===== src/rtl/regfile_arbiter.sv =====
// regfile_arbiter: shares a single-port 32x32 register file between the core
// pipeline (A) and a debug/loader port (B). The block grants at most one
// transaction per cycle, returns read data with a one-cycle valid strobe, and
// runs a one-cycle register-file clear after reset and on request.
module regfile_arbiter #(
    parameter int DATA_W    = 32,
    parameter int ADDR_W    = 5,
    parameter int FIXED_PRI = 0
) (
    input  logic              clk,
    input  logic              rst,
    input  logic              clr,
    // requester A
    input  logic              a_req,
    input  logic              a_rw,
    input  logic [ADDR_W-1:0] a_rd,
    input  logic [ADDR_W-1:0] a_rs1,
    input  logic [ADDR_W-1:0] a_rs2,
    input  logic [DATA_W-1:0] a_wdata,
    output logic              a_gnt,
    output logic              a_rvalid,
    // requester B
    input  logic              b_req,
    input  logic              b_rw,
    input  logic [ADDR_W-1:0] b_rd,
    input  logic [ADDR_W-1:0] b_rs1,
    input  logic [ADDR_W-1:0] b_rs2,
    input  logic [DATA_W-1:0] b_wdata,
    output logic              b_gnt,
    output logic              b_rvalid,
    // shared read data
    output logic [DATA_W-1:0] rdata1,
    output logic [DATA_W-1:0] rdata2,
    // register file side
    output logic              rf_rst,
    output logic              rf_rw,
    output logic [ADDR_W-1:0] rf_rd,
    output logic [ADDR_W-1:0] rf_rs1,
    output logic [ADDR_W-1:0] rf_rs2,
    output logic [DATA_W-1:0] rf_din,
    input  logic [DATA_W-1:0] rf_out1,
    input  logic [DATA_W-1:0] rf_out2,
    output logic              busy
);

    typedef enum logic {INIT = 1'b0, RUN = 1'b1} state_t;

    state_t state, state_nxt;
    logic   rr;          // 0: A has priority on contention, 1: B
    logic   a_pend;      // A read issued last cycle
    logic   b_pend;      // B read issued last cycle

    logic              sel_rw;
    logic [ADDR_W-1:0] sel_rd;

    // State register: reset lands in INIT so the file is always cleared first.
    always_ff @(posedge clk or posedge rst) begin
        if (rst) state <= INIT;
        else     state <= state_nxt;
    end

    // Next state, grants and register-file control.
    always_comb begin
        state_nxt = state;
        a_gnt     = 1'b0;
        b_gnt     = 1'b0;
        busy      = 1'b0;
        rf_rst    = 1'b0;
        sel_rw    = 1'b0;
        sel_rd    = '0;
        rf_rs1    = '0;
        rf_rs2    = '0;
        rf_din    = '0;
        case (state)
            INIT: begin
                busy      = 1'b1;
                // rst also forces INIT; keep the file untouched until it drops
                rf_rst    = !rst;
                state_nxt = RUN;
            end
            RUN: begin
                if (clr) begin
                    // the clear cycle issues nothing; queued requests wait
                    state_nxt = INIT;
                end else begin
                    a_gnt = a_req && (!b_req || (FIXED_PRI != 0) || !rr);
                    b_gnt = b_req && !a_gnt;
                end
            end
            default: state_nxt = INIT;
        endcase
        if (a_gnt) begin
            sel_rw = a_rw;
            sel_rd = a_rd;
            rf_rs1 = a_rs1;
            rf_rs2 = a_rs2;
            rf_din = a_wdata;
        end else if (b_gnt) begin
            sel_rw = b_rw;
            sel_rd = b_rd;
            rf_rs1 = b_rs1;
            rf_rs2 = b_rs2;
            rf_din = b_wdata;
        end
    end

    // x0 is hardwired zero: a write to it is granted but never reaches the file.
    assign rf_rw = sel_rw && (sel_rd != '0);
    assign rf_rd = sel_rd;

    // Round-robin pointer flips to the other requester after every grant.
    always_ff @(posedge clk or posedge rst) begin
        if (rst)        rr <= 1'b0;
        else if (a_gnt) rr <= 1'b1;
        else if (b_gnt) rr <= 1'b0;
    end

    // Pending-read flags: the file's outputs are registered, so data is valid
    // exactly one cycle after a read grant.
    always_ff @(posedge clk or posedge rst) begin
        if (rst) begin
            a_pend <= 1'b0;
            b_pend <= 1'b0;
        end else begin
            a_pend <= a_gnt && !a_rw;
            b_pend <= b_gnt && !b_rw;
        end
    end

    assign a_rvalid = a_pend;
    assign b_rvalid = b_pend;
    assign rdata1   = rf_out1;
    assign rdata2   = rf_out2;

endmodule

===== config.mk =====
export PLATFORM = sky130hd
export DESIGN_NAME = regfile_arbiter
export DESIGN_NICKNAME = d
export VERILOG_FILES = /design/src/rtl/regfile_arbiter.sv
export SDC_FILE = /design/constraint.sdc
export NUM_CORES = 1
export LEC_CHECK = 0
export CORE_AREA = 2 2 108 110
export DETAILED_ROUTE_END_ITERATION = 16
export DIE_AREA = 0 0 110 112
export PLACE_DENSITY = 0.68
export SYNTH_ARGS = -nofsm -noshare
export SYNTH_HDL_FRONTEND = slang
export SYNTH_SLANG_ARGS = --single-unit

===== constraint.sdc =====
create_clock -name clk -period 1.3 [get_ports clk]
set_input_delay 0.195 -clock clk [delete_from_list [all_inputs] [get_ports clk]]
set_output_delay 0.195 -clock clk [all_outputs]
set_load 0.05 [all_outputs]

==> impl_metrics.json <==
{
  "status": "finished with violations",
  "violations": "negative setup slack",
  "synth_area_leaders": "buf_4 42%, a22o_1 36%, dfrtp_1 8.6%, buf_2 2.2%, clkbuf_1 1.3%",
  "synth_edf_count": 0,
  "drive_above_1_share": 0.582,
  "ys.flop_type": "dfrtp_1",
  "via_count": 1622,
  "ir_drop_v": 0.000636,
  "cts_tree": "built",
  "ys_ff_latch": 4,
  "num-fill-cells": 1081,
  "mappedNetlistArea_mm2": 0.00116,
  "ys_types": 19,
  "grt_pass1_wl_mm": 10.1,
  "r2r_setup_slack_ps": 30,
  "numCtsBuffers": 3,
  "r2r_end": "a_rvalid",
  "antenna_cells": 0,
  "fin_crit_sh": 1.42,
  "synth_seq_area_share": 0.0865,
  "hold_viol_final": 0,
  "wl_per_cell_um": 17.1,
  "rr_startpoint": "state",
  "insertion_delay_ps": 220,
  "grt_max_degree": 17,
  "rows": 39,
  "place.port_buffers": 154,
  "cts_htree_levels": 1,
  "clock_sinks": 4,
  "cap_violations": 0,
  "drt_iter0_markers": 41,
  "crit_required_ps": 1110,
  "grt_overflow": 0,
  "final.setup_skew_ps": 1.23,
  "crit_chain": "nand3b_1 > buf_6 > a211oi_2 > or3_1 > a32o_2 > buf_12",
  "worst_r2r_path_depth": 6,
  "drv_slew": 0,
  "syn_avg_cell_area_um2": 7.98,
  "die_w_um": 110,
  "crit_type": "flop to primary output",
  "fmax_mhz": 542,
  "dieArea_mm2": 0.0123,
  "crit_path_end_kind": "primary output",
  "synth_fp_nets": 310,
  "seq_area_um2": 100,
  "hold_slack_ps": 266,
  "clkTransAtPathRegs_ps": 30,
  "arrival_ps": 1650,
  "syn_to_final_growth_pct": 230,
  "setup_ws_ps": -544,
  "internal-power_mw": 1.57,
  "p_sw_frac": 0.367,
  "slowest_stage": "dfrtp_1",
  "switching_power_mw": 0.909,
  "hp-class": "input port to async pin",
  "yosysTopAreaCell": "buf_4",
  "p_leak_nw": 1.67,
  "timing.slew.headroom": 0.836,
  "multi_input_area_um2": 975,
  "num_io_pins": 283,
  "clkPwrFrac": 0.191,
  "dpl.hpwl_mm": 5.78,
  "tns_ps": -24320,
  "nets": 435,
  "comb_power_share": 0.748,
  "worst-slew-pin-transition_ps": 244,
  "cts_max_path_buffers": 2,
  "grt_use_total": 0.109,
  "die_y_um": 112,
  "netlist_instances": 145,
  "final-setup-viol-count": 51,
  "power_density_mw_per_mm2": 649,
  "viasPerCell": 3.95,
  "place_congestion": 0.685,
  "cp-start-kind": "flop",
  "cp_max_fo": 4,
  "async_reset_ff_frac": 1.00,
  "ant_nets": 0,
  "grt_pass1_vias": 1847,
  "drt_pass1_iterations": 4,
  "rsz0062_at_grt": "yes",
  "drc": 0,
  "cts_root_buffer": "clkbuf_16",
  "antenna_found_initial": 0,
  "fin_crit_ps": 1840,
  "yosys_warnings": 0,
  "drt_wl_total_mm": 7.04,
  "core_area_mm2": 0.0112,
  "seqPwrFrac": 0.061,
  "netlist.area_leader.share": 0.422,
  "critical-path-max-stage-delay_ps": 380,
  "initial_core_util": 0.104
}
[cells in the mapped netlist (2+ instances only)]
cell,n
a22o_1,47
buf_2,5
buf_4,65
clkbuf_1,4
dfrtp_1,4
inv_1,3
nand2_1,2
nand3b_1,2
nor2_1,2
nor2b_1,2
[registers in the layout, summed over array words and instances (netlist names)]
name,count
a_rvalid,1
rr,1
b_rvalid,1
state,1
[area by class of cell]
type / count / share of cell area
Timing Repair Buffer: 194 / 0.649
Multi-Input combinational cell: 64 / 0.255
Tap cell: 143 / 0.0469
Sequential cell: 4 / 0.0262
Clock buffer: 3 / 0.0197
Inverter: 3 / 0.00295
[per-stage QoR]
| stage | power [mW] | utilization | instance area (µm²) | setup WS (ps) | instances |
|---|---|---|---|---|---|
| 6_report | 2.48 | 0.342 | 3820 | -544 | 411 |
| 5_1_grt | 2.57 | 0.342 | 3820 | -618 | 411 |
| 4_1_cts | 2.54 | 0.347 | 3880 | -562 | 413 |
| 3_5_place_dp | 1.95 | 0.320 | 3580 | -822 | 395 |
| 3_3_place_gp | 1.92 | 0.320 | 3580 | -784 | 395 |
| 2_1_floorplan | 1.46 | - | 1610 | -231 | 145 |
[worst max path at each step]
| stage | from | end | slack [ps] | cells after the start |
|---|---|---|---|---|
| final | state | rf_rw | -540 | 6 |
| after global placement | a_rd[3] | rf_rw | -780 | 5 |
| after CTS | state | rf_rw | -560 | 7 |
| after global routing | state | rf_rw | -620 | 7 |
| after detailed placement | a_rd[3] | rf_rw | -820 | 5 |
| after floorplan | a_rd[3] | rf_rw | -230 | 3 |
[critical path, delay by kind of cell, from the launching register on]
| kind | cells | cell delay (ps) |
|---|---|---|
| compound gates | 2 | 340 |
| flops | 1 | 380 |
| buf+inv | 2 | 280 |
| simple gates | 2 | 430 |
[cell families (layout without fill, tap and decap cells)]
kind of cell	count (synthesis)	count (layout)	share of synthesized area
buf+inv	77	200	0.466
compound gates	51	51	0.383
simple gates	13	13	0.0649
flops	4	4	0.0865
[cells in the final DEF (no fill, tap or decap), types with 2 or more instances in the layout]
cell type,netlist,routed
a22o_4,0,47
buf_12,0,60
buf_2,5,3
buf_4,65,27
buf_6,0,6
clkbuf_16,0,3
clkdlybuf4s15_1,0,2
clkdlybuf4s50_1,0,89
dfrtp_1,4,4
dlygate4sd2_1,0,6
inv_1,3,2
nand2_1,2,2
nand3b_1,2,2
nor2_4,0,2
[routing by layer]
layer,track usage,vias up,share of wire
met5,0,-,0
met4,0.0304,0,0.018
met2,0.218,101,0.58
li1,-,722,-
met3,0.0258,26,0.086
met1,0.106,773,0.32
[power groups by stage]
stage / sequential, mW / combinational, mW / clock, mW
after CTS: 0.150 / 1.90 / 0.487
after global placement: 0.147 / 1.78 / 0
final: 0.150 / 1.85 / 0.474
after floorplan: 0.159 / 1.30 / 0
after detailed placement: 0.148 / 1.80 / 0
after global routing: 0.152 / 1.93 / 0.490
[what timing repair did]
action / in CTS / in global routing
pin swaps: 14 / 3
endpoints found under the setup margin: 51 / 52
setup buffers: 13 / 1
gates cloned: 3 / 0
resized for setup: 42 / 1
hold buffers: 0 / 0
Note: power is estimated with default switching activity, not from simulation.
